===== config.mk =====
export PLATFORM = sky130hd
export DESIGN_NAME = alu
export DESIGN_NICKNAME = d
export VERILOG_FILES = /design/src/rtl/alu_pkg.sv /design/src/rtl/alu181_core.sv /design/src/rtl/alu.sv
export SDC_FILE = /design/constraint.sdc
export NUM_CORES = 1
export LEC_CHECK = 0
export CAP_MARGIN = 20
export CORE_MARGIN = 5
export CORE_UTILIZATION = 27
export DETAILED_ROUTE_END_ITERATION = 8
export PLACE_DENSITY = 0.63
export SYNTH_ARGS = -nofsm -noshare
export SYNTH_HDL_FRONTEND = slang
export SYNTH_HIERARCHICAL = 1
export SYNTH_SLANG_ARGS = --single-unit

===== constraint.sdc =====
create_clock -name clk -period 1.4 [get_ports clk]
set_input_delay 0.14 -clock clk [delete_from_list [all_inputs] [get_ports clk]]
set_output_delay 0.14 -clock clk [all_outputs]
set_load 0.01 [all_outputs]

===== src/rtl/alu_pkg.sv =====
// Shared definitions for the 74181-style ALU slice: function-select codes for
// both modes, the mode encoding, the registered output bundle and its reset
// value.
package alu_pkg;

    // Mode select values on M
    localparam logic MODE_ARITH = 1'b0;
    localparam logic MODE_LOGIC = 1'b1;

    // Carry-in polarity: Cn is active-low, so 0 adds one
    localparam logic CN_CARRY    = 1'b0;
    localparam logic CN_NO_CARRY = 1'b1;

    // Arithmetic functions (M=0), shown for Cn=1; each gets +1 when Cn=0
    localparam logic [3:0] ARITH_A                    = 4'b0000;
    localparam logic [3:0] ARITH_A_OR_B               = 4'b0001;
    localparam logic [3:0] ARITH_A_OR_NB              = 4'b0010;
    localparam logic [3:0] ARITH_MINUS_1              = 4'b0011;
    localparam logic [3:0] ARITH_A_PLUS_A_AND_NB      = 4'b0100;
    localparam logic [3:0] ARITH_AORB_PLUS_A_AND_NB   = 4'b0101;
    localparam logic [3:0] ARITH_A_MINUS_B_MINUS_1    = 4'b0110;
    localparam logic [3:0] ARITH_A_AND_NB_MINUS_1     = 4'b0111;
    localparam logic [3:0] ARITH_A_PLUS_A_AND_B       = 4'b1000;
    localparam logic [3:0] ARITH_A_PLUS_B             = 4'b1001;
    localparam logic [3:0] ARITH_AORNB_PLUS_A_AND_B   = 4'b1010;
    localparam logic [3:0] ARITH_A_AND_B_MINUS_1      = 4'b1011;
    localparam logic [3:0] ARITH_A_PLUS_A             = 4'b1100;
    localparam logic [3:0] ARITH_AORB_PLUS_A          = 4'b1101;
    localparam logic [3:0] ARITH_AORNB_PLUS_A         = 4'b1110;
    localparam logic [3:0] ARITH_A_MINUS_1            = 4'b1111;

    // Logic functions (M=1); the carry plays no part
    localparam logic [3:0] LOGIC_NOT_A        = 4'b0000;
    localparam logic [3:0] LOGIC_NOR          = 4'b0001;
    localparam logic [3:0] LOGIC_NA_AND_B     = 4'b0010;
    localparam logic [3:0] LOGIC_ZERO         = 4'b0011;
    localparam logic [3:0] LOGIC_NAND         = 4'b0100;
    localparam logic [3:0] LOGIC_NOT_B        = 4'b0101;
    localparam logic [3:0] LOGIC_XOR          = 4'b0110;
    localparam logic [3:0] LOGIC_A_AND_NB     = 4'b0111;
    localparam logic [3:0] LOGIC_NA_OR_B      = 4'b1000;
    localparam logic [3:0] LOGIC_XNOR         = 4'b1001;
    localparam logic [3:0] LOGIC_B            = 4'b1010;
    localparam logic [3:0] LOGIC_AND          = 4'b1011;
    localparam logic [3:0] LOGIC_ONES         = 4'b1100;
    localparam logic [3:0] LOGIC_A_OR_NB      = 4'b1101;
    localparam logic [3:0] LOGIC_OR           = 4'b1110;
    localparam logic [3:0] LOGIC_A            = 4'b1111;

    // Registered output bundle; G, P and Cn4 are active-low
    typedef struct packed {
        logic [3:0] f;
        logic       aeb;
        logic       g;
        logic       p;
        logic       cn4;
    } alu_out_t;

    // Inactive levels: zero result, no compare hit, no generate/propagate/carry
    localparam logic [3:0] F_RESET   = 4'b0000;
    localparam logic       AEB_RESET = 1'b0;
    localparam logic       G_RESET   = 1'b1;
    localparam logic       P_RESET   = 1'b1;
    localparam logic       CN4_RESET = 1'b1;

    localparam alu_out_t OUT_RESET = '{
        f:   F_RESET,
        aeb: AEB_RESET,
        g:   G_RESET,
        p:   P_RESET,
        cn4: CN4_RESET
    };

endpackage : alu_pkg


===== src/rtl/alu181_core.sv =====
// Combinational 74181 core in the active-high data convention. Each bit first
// forms X (propagate) and Y (generate) from A, B and S; arithmetic adds X+Y+carry
// through a 4-bit lookahead chain, logic mode inverts the carry-free half-sum.
module alu181_core
    import alu_pkg::*;
(
    input  logic [3:0] s_i,
    input  logic [3:0] a_i,
    input  logic [3:0] b_i,
    input  logic       m_i,
    input  logic       cn_i,
    output logic [3:0] f_o,
    output logic       aeb_o,
    output logic       g_o,
    output logic       p_o,
    output logic       cn4_o
);

    logic [3:0] x;       // per-bit propagate
    logic [3:0] y;       // per-bit generate; y[i] implies x[i]
    logic [3:0] half;    // carry-free sum bit X^Y
    logic [3:0] carry;   // carry into each bit, active-high
    logic       c0;
    logic       gg;      // group generate, active-high
    logic       pg;      // group propagate, active-high
    logic       c4;      // carry out of bit 3, active-high
    logic [3:0] f_arith;
    logic [3:0] f_logic;
    logic [3:0] f_sel;

    // Per-bit operand shaping selected by S
    always_comb begin
        // NOTE: every variable gets a value on every path through a comb block,
        // otherwise synthesis has to infer a latch to hold the old value.
        x = '0;
        y = '0;
        for (int i = 0; i < 4; i++) begin
            x[i] = a_i[i] | (b_i[i] & s_i[0]) | (~b_i[i] & s_i[1]);
            y[i] = (a_i[i] & ~b_i[i] & s_i[2]) | (a_i[i] & b_i[i] & s_i[3]);
        end
    end

    // Carry lookahead: each internal carry is a flat sum of products from c0
    always_comb begin
        c0 = ~cn_i;
        carry[0] = c0;
        carry[1] = y[0]
                 | (x[0] & c0);
        carry[2] = y[1]
                 | (x[1] & y[0])
                 | (x[1] & x[0] & c0);
        carry[3] = y[2]
                 | (x[2] & y[1])
                 | (x[2] & x[1] & y[0])
                 | (x[2] & x[1] & x[0] & c0);
        gg = y[3]
           | (x[3] & y[2])
           | (x[3] & x[2] & y[1])
           | (x[3] & x[2] & x[1] & y[0]);
        pg = &x;
        c4 = gg | (pg & c0);
    end

    // Result selection: arithmetic sum or inverted half-sum for logic mode
    always_comb begin
        half    = x ^ y;
        f_arith = half ^ carry;
        f_logic = ~half;
        f_sel   = (m_i == MODE_LOGIC) ? f_logic : f_arith;
    end

    // Output drive; lookahead outputs are independent of M
    always_comb begin
        f_o   = f_sel;
        aeb_o = (f_sel == 4'b1111);
        g_o   = ~gg;
        p_o   = ~pg;
        cn4_o = ~c4;
    end

endmodule : alu181_core


===== src/rtl/alu.sv =====
// Clocked 74181 slice: the combinational core feeds a bank of output registers,
// so results appear one cycle after the inputs are sampled.
module alu
    import alu_pkg::*;
(
    input  logic       clk,
    input  logic       rst,
    input  logic [3:0] S,
    input  logic [3:0] A,
    input  logic [3:0] B,
    input  logic       M,
    input  logic       Cn,
    output logic [3:0] F,
    output logic       AeB,
    output logic       G,
    output logic       Cn4,
    output logic       P
);

    alu_out_t out_d;
    alu_out_t out_q;

    alu181_core u_core (
        .s_i   (S),
        .a_i   (A),
        .b_i   (B),
        .m_i   (M),
        .cn_i  (Cn),
        .f_o   (out_d.f),
        .aeb_o (out_d.aeb),
        .g_o   (out_d.g),
        .p_o   (out_d.p),
        .cn4_o (out_d.cn4)
    );

    // Output register bank; reset forces every output to its inactive level
    always_ff @(posedge clk or posedge rst) begin
        // NOTE: registers use non-blocking assignments so every flop samples
        // pre-edge values; the async reset sits in the sensitivity list so it
        // acts without a clock edge.
        if (rst) begin
            out_q <= OUT_RESET;
        end else begin
            out_q <= out_d;
        end
    end

    // Unpack the registered bundle onto the pins
    always_comb begin
        F   = out_q.f;
        AeB = out_q.aeb;
        G   = out_q.g;
        P   = out_q.p;
        Cn4 = out_q.cn4;
    end

endmodule : alu


# Yosys cells after proc, flatten, opt, wreduce, memory -nomap -nowiden
# Cells that the tools add are included.
[totals]
output_inout_bits = 8
reg_bits = 8
[classes]
reduce_logical = 1
mux = 1
n_eq_ne = 1
bitwise_logic = 72
[ops]
columns = ["cell", "n"]
rows = [
  ["bitwise AND 1 bit", 39],
  ["OR 1 bit", 22],
  ["inverter 1 bit", 8],
  ["XOR 4 bit", 2],
  ["equality test 4 bit (second input constant)", 1],
  ["2-to-1 mux 4 bit", 1],
  ["inverter 4 bit", 1],
  ["AND reduction 4 bit", 1],
]

# Logic depth before layout (Yosys ltp)
# Gate-level depths: netlist of the first run.
[logic_depth]
depth_word = 11
mapped_depth = 6
ltp_nobuf = 5

# Cells and area by module
# Netlist of the first run, hierarchy kept.
[modules_own_cells]
columns = ["module", "cells_each", "seq_area_each_um2", "area_each_um2", "instances"]
rows = [
  ["alu181_core", 61, 0.0, 476.7, 1],
  ["alu", 9, 203.9, 207.7, 1],
]

# Worst setup path after synthesis of the first run
# Ideal clock, no wire load.
[synth_timing]
path_type = "input -> register"
startpoint = "in A[1]"
endpoint = "reg out_q (netlist bit AeB)"
cell_stages = 5
slack_ns = -0.038
required_ns = 1.261
t_arrival_ns = 1.299
setup_time_ns = 0.139
n_path_buf = 1
path_cell_list = "buf_6 -> mux4_2 -> o211a_1 -> nor4_1 -> nor4b_2"
[synth_lines]
columns = ["element", "line", "text"]
rows = [
  ["start, declared", "alu.sv:9", "input logic [3:0] A,"],
  ["end signal, assigned", "alu.sv:44", "out_q <= out_d;"],
  ["end, declared", "alu.sv:21", "alu_out_t out_q;"],
]

==> flow_summary.rst, run 1 <==
.. list-table::
   :header-rows: 1

   * - Metric
     - Value
   * - Sequential cell area fraction in the yosys report
     - 0.298
   * - Post-synthesis instance total
     - 70
   * - X dimension of the die
     - 60.3 um
   * - NumNets Final
     - 133
   * - Final hold violation count
     - 0
   * - Final worst path period need
     - 1.35 ns
   * - Final non-filler cell total
     - 146
   * - Final Instance Area
     - 0.00117 mm^2
   * - List of most frequent post-synthesis cells
     - sky130_fd_sc_hd__a21oi_1 (6), sky130_fd_sc_hd__nor2_1 (6), sky130_fd_sc_hd__dfrtp_1 (5), sky130_fd_sc_hd__nand2_1 (5), sky130_fd_sc_hd__nor2b_1 (5)
   * - Seq cells post-synth
     - 8
   * - Layout Utilization
     - 0.477
   * - Endpoint arrival time on the critical path
     - 1.48 ns
   * - Number of vias per cell after detailed routing
     - 4.67
   * - Launching instance or port of the critical path
     - S[3]
   * - Worst-margin pin slew
     - 0.420 ns
   * - Asr flop ratio synth
     - 1.00
   * - Largest net degree at the start of global routing
     - 9
   * - Worst slew slack as a fraction of its limit
     - 0.720
   * - Critical path class
     - input pin to register
   * - Initial Util
     - 0.279
   * - Yosys warns
     - 6
   * - Number of detailed-route iterations in the first pass
     - 4
   * - Area Growth Syn to Fin
     - 70.9%
   * - Post-placement cell area
     - 0.00108 mm^2
   * - Required time worst endpoint
     - 1.52 ns
   * - Max capacitance violation total
     - 0
   * - Average instance area after synthesis
     - 9.78 um^2
   * - Total clock buffers created by CTS
     - 3
   * - Count of inserted antenna diode cells
     - 0
   * - Total DRC errors in the routed layout
     - 0
   * - Vias in the first global route
     - 678
   * - Detail-routed net length per standard cell
     - 11.4 um
   * - Count of input and output buffers
     - 23
   * - Count of vias placed by the detailed router
     - 682
   * - Setup repair after global routing missed its margin
     - no
   * - Post-synthesis simple-gate area fraction
     - 0.221
   * - Number of top-level pins
     - 24
   * - Worst vdd ir
     - 0.388 mV
   * - Number of buffers on the longest clock path
     - 2
   * - Share of post-route cells with drive strength above 1
     - 0.466
   * - Library cell with the largest summed area after synthesis
     - sky130_fd_sc_hd__dfrtp_1
   * - Number of nets produced by synthesis
     - 86
   * - Adder and majority cell fraction of the synthesized area
     - 0
   * - Num rows
     - 18
   * - Clock Sinks
     - 8
   * - Crit path capture type
     - register
   * - Synth Cell Area
     - 684 um^2
   * - Total Negative Setup Slacks
     - 0 ns
   * - Deepest level of the CTS H-tree
     - 1
   * - Number of max-slew violations in the final report
     - 0
   * - Critical path launch point type
     - input pin
   * - Status
     - finished, final reports clean
   * - Main synth FF type
     - sky130_fd_sc_hd__dfrtp_1
   * - Cell at the root of the clock tree
     - sky130_fd_sc_hd__clkbuf_4
   * - Fill cell count
     - 244
   * - Remaining global-route overflow
     - 0
   * - Final RePlAce weighted congestion
     - 0.829
   * - Total power of the final layout
     - 0.000838 W
   * - Post-synthesis compound-gate area fraction
     - 0.208
   * - Portion of the clock cycle consumed by the worst path in the final layout
     - 0.967
   * - Largest family of logic cells by synthesized area
     - simple AND/OR/NAND/NOR gates
   * - Post-route ant nets
     - 0
   * - Number of flops mapped to enable cells by yosys
     - 0
   * - TritonCTS clock tree
     - built
   * - Highest clock frequency the design can meet
     - 739 MHz
   * - Placed Cells incl. Taps
     - 140
   * - Hold crit path type
     - input pin to async pin
   * - Vertical die dimension
     - 60.3 um
   * - Largest cells by area after synthesis
     - sky130_fd_sc_hd__dfrtp_1 (18%), sky130_fd_sc_hd__dfstp_2 (12%), sky130_fd_sc_hd__nor2b_1 (4.6%)
   * - DIE AREA
     - 0.00364 mm^2
   * - Wire length of the first global-routing pass
     - 2770 um
   * - Post-Synth XOR/XNOR Area
     - 0.0384
   * - Count of routing violations after the opening detailed-route iteration
     - 8
   * - Dpl hpwl
     - 1370 um
   * - P per Cell Area
     - 716 mW/mm^2
   * - Final wirelength
     - 1670 um
   * - Synth top area share
     - 0.183
   * - Finish-stage setup viols
     - 0
   * - Cell leakage power
     - 0.512 nW
   * - Multiplexer share of the synthesized area
     - 0.165
   * - Clock transition at the registers of the reported paths
     - 0.05 ns
   * - Antenna violations before repair
     - 0
   * - Core area
     - 0.00245 mm^2
   * - Critical path peak fanout
     - 5
   * - Total routing resource utilization after global routing
     - 0.0996
   * - Count of different cell masters after synthesis
     - 35
==> final timing paths <==
| kind | to |
|---|---|
| max | AeB |
| min | AeB |
| max in group asynchronous | Cn4 |
| min in group clk | G |
==> per-layer routing <==
metal,vias up,GRT usage,share of wire
li1,355,-,-
met1,300,0.117,0.43
met2,23,0.171,0.48
met3,4,0.00851,0.062
met4,0,0.0665,0.024
met5,-,0,0
==> through the flow <==
step | worst slack, ns | hold WS (ns)
floorplan | -0.00363 | -0.0465
global placement | -0.522 | 0.390
detailed placement | -0.566 | 0.389
CTS | 0.00748 | 0.125
global route | 0.00378 | 0.168
finish | 0.0461 | 0.126
==> power breakdown <==
group          leakage, nW  internal (W)  switching, W
clock network       0.0150      0.000109     0.0000716
registers           0.0919      0.000271    0.00000668
logic                0.405      0.000217      0.000163
==> logic make-up after synthesis <==
family,after synthesis
AND/OR/NAND/NOR,26
AO/OA/AOI/OAI,20
flip-flops,8
multiplexers,7
buffers and inverters,6
XOR/XNOR,3
==> flip-flops by register name, indices dropped and copies added, names as in the netlist <==
name,cells
Cn4,1
F,4
G,1
AeB,1
P,1
==> timing repair <==
| item | in CTS | in global routing |
|---|---|---|
| endpoints found under the setup margin | 10 | 3 |
| pin swaps | 7 | 8 |
| hold buffers | 0 | 0 |
| setup buffers | 1 | 2 |
| cloned | 0 | 0 |
| resized for setup | 28 | 18 |
==> placed cells by master (no fill, tap or decap), types with 2 or more instances in the layout <==
cell and n:
sky130_fd_sc_hd__buf_4 22, sky130_fd_sc_hd__mux2_4 2, sky130_fd_sc_hd__xnor2_1 3, sky130_fd_sc_hd__dlygate4sd2_1 7
sky130_fd_sc_hd__nor2_1 6, sky130_fd_sc_hd__clkbuf_2 2, sky130_fd_sc_hd__clkdlybuf4s15_1 2, sky130_fd_sc_hd__inv_1 2
sky130_fd_sc_hd__a21oi_1 3, sky130_fd_sc_hd__a21oi_2 3, sky130_fd_sc_hd__dfrtp_1 5, sky130_fd_sc_hd__dfstp_2 3
sky130_fd_sc_hd__nor4_4 2, sky130_fd_sc_hd__clkdlybuf4s50_1 7, sky130_fd_sc_hd__clkbuf_4 3, sky130_fd_sc_hd__nor4_2 2
sky130_fd_sc_hd__nor2b_1 5, sky130_fd_sc_hd__nand2_1 5, sky130_fd_sc_hd__o211ai_1 2, sky130_fd_sc_hd__nand2b_1 2
sky130_fd_sc_hd__dlymetal6s2s_1 2, sky130_fd_sc_hd__buf_2 3, sky130_fd_sc_hd__mux2_2 2
==> layout make-up <==
cell class / instances / area, um^2 / area share
sequential: 8 / 204 / 0.174
clock buffer: 4 / 26.3 / 0.0225
multi-input combinational: 56 / 524 / 0.448
timing repair buffer: 45 / 367 / 0.313
tap: 30 / 37.5 / 0.0321
inverter: 3 / 11.3 / 0.00963
==> critical path: stages <==
cell and delay (ns):
sky130_fd_sc_hd__clkdlybuf4s15_1 0.20, sky130_fd_sc_hd__mux4_2 0.58, sky130_fd_sc_hd__o211a_1 0.16, sky130_fd_sc_hd__nor4_2 0.31, sky130_fd_sc_hd__nor4b_2 0.08
Power figures use the tool's default switching activity.
==> run 2, diff against run 1 <==
--- a/config.mk
+++ b/config.mk
@@ -12,5 +12,4 @@
 export PLACE_DENSITY = 0.63
 export SYNTH_ARGS = -nofsm -noshare
 export SYNTH_HDL_FRONTEND = slang
-export SYNTH_HIERARCHICAL = 1
 export SYNTH_SLANG_ARGS = --single-unit
==> run 2 against run 1 <==
  * Die area up 0.17%
  * Non-clock buffer count is 1 higher
  * Via count rose by 6.5%
  * Combinational power decreased by 3%
  * Power fell by 0.83%
  * Count of clock-buffer cells in the layout unchanged
  * Highest routed layer unchanged
  * Final cell count increased by 2.1%
  * Maximum frequency down 0.13%
  * Largest power group unchanged
  * Clock power barely moved
  * Largest cell class unchanged
==> flow_summary.rst, run 2 <==
.. list-table::
   :header-rows: 1

   * - Metric
     - Value
   * - Total clock buffers created by CTS
     - 3 (unchanged)
   * - Count of routing violations after the opening detailed-route iteration
     - 3 (was 8)
   * - Remaining global-route overflow
     - 0 (unchanged)
   * - Detail-routed net length per standard cell
     - 12.4 um (was 11.4 um)
   * - Share of post-route cells with drive strength above 1
     - 0.437 (was 0.466)
   * - Total DRC errors in the routed layout
     - 0 (unchanged)
   * - Count of input and output buffers
     - 23 (unchanged)
   * - Library cell with the largest summed area after synthesis
     - sky130_fd_sc_hd__dfrtp_1 (unchanged)
   * - Synth Cell Area
     - 686 um^2 (was 684 um^2)
   * - Clock Sinks
     - 8 (unchanged)
   * - Slowest cell on the critical path
     - sky130_fd_sc_hd__mux4_2 (unchanged)
   * - Worst setup timing slack at the placement stage
     - -0.614 ns (was -0.566 ns)
   * - Critical path class
     - input pin to register (unchanged)
   * - Critical path peak fanout
     - 5 (unchanged)
   * - Cell leakage power
     - 0.507 nW (was 0.512 nW)
   * - Sequential cell area fraction in the yosys report
     - 0.297 (was 0.298)
   * - Asr flop ratio synth
     - 1.00 (unchanged)
   * - Clock transition at the registers of the reported paths
     - 0.05 ns (about the same)
   * - Total Negative Setup Slacks
     - 0 ns (unchanged)
   * - Dpl hpwl
     - 1480 um (was 1370 um)
   * - Number of detailed-route iterations in the first pass
     - 4 (unchanged)
   * - Count of different cell masters after synthesis
     - 35 (unchanged)
   * - Cell at the root of the clock tree
     - sky130_fd_sc_hd__clkbuf_4 (unchanged)
   * - Deepest level of the CTS H-tree
     - 1 (unchanged)
   * - Worst-margin pin slew
     - 0.365 ns (was 0.420 ns)
   * - TritonCTS clock tree
     - built (unchanged)
   * - Endpoint arrival time on the critical path
     - 1.49 ns (was 1.48 ns)
   * - Number of buffers on the longest clock path
     - 2 (unchanged)
   * - Final hold violation count
     - 0 (unchanged)
   * - Final worst path period need
     - 1.36 ns (was 1.35 ns)
   * - Flip-flop count of the largest register after layout
     - 4 (unchanged)
   * - Core area
     - 0.00245 mm^2 (unchanged)
   * - Setup repair after global routing missed its margin
     - no (unchanged)
   * - X dimension of the die
     - 60.4 um (was 60.3 um)
   * - Wire length of the first global-routing pass
     - 3300 um (was 2770 um)
   * - Largest net degree at the start of global routing
     - 9 (unchanged)
   * - Number of flops mapped to enable cells by yosys
     - 0 (unchanged)
   * - Total routing resource utilization after global routing
     - 0.121 (was 0.0996)
   * - CP max stage delay
     - 0.57 ns (was 0.58 ns)
   * - DIE AREA
     - 0.00365 mm^2 (was 0.00364 mm^2)
   * - Hold crit path type
     - input pin to async pin (unchanged)
   * - P per Cell Area
     - 727 mW/mm^2 (was 716 mW/mm^2)
   * - Number of nets produced by synthesis
     - 88 (was 86)
   * - Count of vias placed by the detailed router
     - 726 (was 682)
   * - NumNets Final
     - 136 (was 133)
   * - Average instance area after synthesis
     - 9.52 um^2 (was 9.78 um^2)
   * - Area Growth Syn to Fin
     - 66.8% (was 70.9%)
   * - Leading cell type in the layout, fill and taps excluded
     - sky130_fd_sc_hd__buf_4 (unchanged)
   * - Final wirelength
     - 1840 um (was 1670 um)
   * - Number of max-slew violations in the final report
     - 0 (unchanged)
   * - Number of vias per cell after detailed routing
     - 4.87 (was 4.67)
   * - Commonest cells after routing, fill and taps aside
     - sky130_fd_sc_hd__buf_4 (22), sky130_fd_sc_hd__clkdlybuf4s50_1 (8) (was sky130_fd_sc_hd__buf_4 (22), sky130_fd_sc_hd__dlygate4sd2_1 (7), sky130_fd_sc_hd__clkdlybuf4s50_1 (7))
   * - Count of inserted antenna diode cells
     - 0 (unchanged)
   * - Post-synthesis instance total
     - 72 (was 70)
   * - Vertical die dimension
     - 60.4 um (was 60.3 um)
   * - Main synth FF type
     - sky130_fd_sc_hd__dfrtp_1 (unchanged)
   * - Required time worst endpoint
     - 1.53 ns (was 1.52 ns)
   * - Vias in the first global route
     - 782 (was 678)
   * - Seq cells post-synth
     - 8 (unchanged)
   * - List of most frequent post-synthesis cells
     - sky130_fd_sc_hd__a21oi_1 (6), sky130_fd_sc_hd__nand2_1 (6), sky130_fd_sc_hd__nor2_1 (6) (was sky130_fd_sc_hd__a21oi_1 (6), sky130_fd_sc_hd__nor2_1 (6), sky130_fd_sc_hd__dfrtp_1 (5), sky130_fd_sc_hd__nand2_1 (5), sky130_fd_sc_hd__nor2b_1 (5))
   * - Antenna violations before repair
     - 0 (unchanged)
   * - CTS hold repair buffers
     - 0 (unchanged)
   * - Max capacitance violation total
     - 0 (unchanged)
   * - Post-route ant nets
     - 0 (unchanged)
   * - Largest cells by area after synthesis
     - sky130_fd_sc_hd__dfrtp_1 (18%), sky130_fd_sc_hd__dfstp_2 (11%), sky130_fd_sc_hd__nor2b_1 (4.6%) (was sky130_fd_sc_hd__dfrtp_1 (18%), sky130_fd_sc_hd__dfstp_2 (12%), sky130_fd_sc_hd__nor2b_1 (4.6%))
   * - Initial Util
     - 0.279 (about the same)
   * - Finish-stage setup viols
     - 0 (unchanged)
   * - Num rows
     - 18 (unchanged)
   * - Highest clock frequency the design can meet
     - 738 MHz (was 739 MHz)
   * - Portion of the clock cycle consumed by the worst path in the final layout
     - 0.968 (was 0.967)
   * - Status
     - finished, final reports clean (unchanged)
   * - Worst slew slack as a fraction of its limit
     - 0.756 (was 0.720)
   * - Post-route worst setup slack
     - 0.0443 ns (was 0.0461 ns)
   * - Final RePlAce weighted congestion
     - 0.845 (was 0.829)
   * - Critical path launch point type
     - input pin (unchanged)
   * - Number of top-level pins
     - 24 (unchanged)
   * - Synth top area share
     - 0.182 (was 0.183)
   * - Crit path capture type
     - register (unchanged)
   * - Worst vdd ir
     - 0.314 mV (was 0.388 mV)
   * - CP Cell Sequence
     - clkdlybuf4s15_1 -> mux4_2 -> o211a_1 -> nor4_4 -> nor4b_2 (was clkdlybuf4s15_1 -> mux4_2 -> o211a_1 -> nor4_2 -> nor4b_2)
   * - Yosys warns
     - 0 (was 6)
==> run 2: changes by cell type in the layout (fill, tap and decap cells not counted), sizes merged <==
cell,delta
clkdlybuf4s50,+1
inv,+1
dlymetal6s2s,-1
buf,+1
nand2,+1
mux2,-1
clkbuf,+2
dlygate4sd2,-1
o21ai,+1
clkdlybuf4s15,-1
==> run 2: stage by stage <==
| stage | area, um^2 | cells | util | hold WS, ns | total power, W |
|---|---|---|---|---|---|
| 6_report | 1140 | 149 | 0.466 | 0.136 | 0.000831 |
| 5_1_grt | 1140 | 149 | 0.466 | 0.169 | 0.000885 |
| 4_1_cts | 1170 | 149 | 0.476 | 0.136 | 0.000847 |
| 3_5_place_dp | 1090 | 144 | 0.446 | 0.405 | 0.000648 |
| 3_3_place_gp | 1090 | 144 | 0.446 | 0.389 | 0.000640 |
| 2_1_floorplan | 698 | 72 | - | -0.0465 | 0.000450 |
==> run 2: kinds of logic after synthesis <==
logic type,share of synthesized area
mux,0.148
buf+inv,0.0748
flops,0.297
compound gates,0.215
simple gates,0.226
xor+xnor,0.0383
==> run 2: final cells by class <==
cell class / instances / area (um^2)
multi-input cells: 57 / 488
repair buffers: 46 / 373
inverters: 4 / 15.0
fillers: 264 / 1310
well taps: 30 / 37.5
clock buffers: 4 / 26.3
flip-flops and latches: 8 / 204
==> run 2: routing by layer <==
layer / vias to the layer above / track usage / wire [um]
li1: 362 / - / -
met3: 5 / 0.00426 / 117
met1: 335 / 0.127 / 683
met2: 24 / 0.230 / 984
met5: - / 0 / 0
met4: 0 / 0.0823 / 59
==> run 2: repair_timing <==
| item | in CTS | in global routing |
|---|---|---|
| setup buffers | 1 | 0 |
| pin swaps | 6 | 4 |
| resized for setup | 30 | 16 |
| setup endpoints to repair | 9 | 2 |
| hold endpoints to repair | 0 | 0 |
==> run 2: power breakdown <==
| part | leakage, nW | total, W | switching, W | internal [W] |
|---|---|---|---|---|
| registers | 0.0920 | 0.000279 | 0.00000728 | 0.000272 |
| clock network | 0.0150 | 0.000183 | 0.0000747 | 0.000109 |
| logic | 0.400 | 0.000369 | 0.000160 | 0.000209 |
| total | 0.507 | 0.000831 | 0.000242 | 0.000589 |
==> run 2: worst paths after layout <==
check                       end  start  depth (start not counted)
setup / recovery            AeB   S[3]                          5
hold / removal             F[3]    rst                          2
max in group asynchronous   Cn4    rst                          2
min in group clk           F[1]   A[0]                          5
==> run 2: worst max-delay path, delay by kind of cell <==
family / cells / cell delay, ns
multiplexers: 1 / 0.57
AND/OR/NAND/NOR: 2 / 0.37
buffers and inverters: 1 / 0.20
AO/OA/AOI/OAI: 1 / 0.20
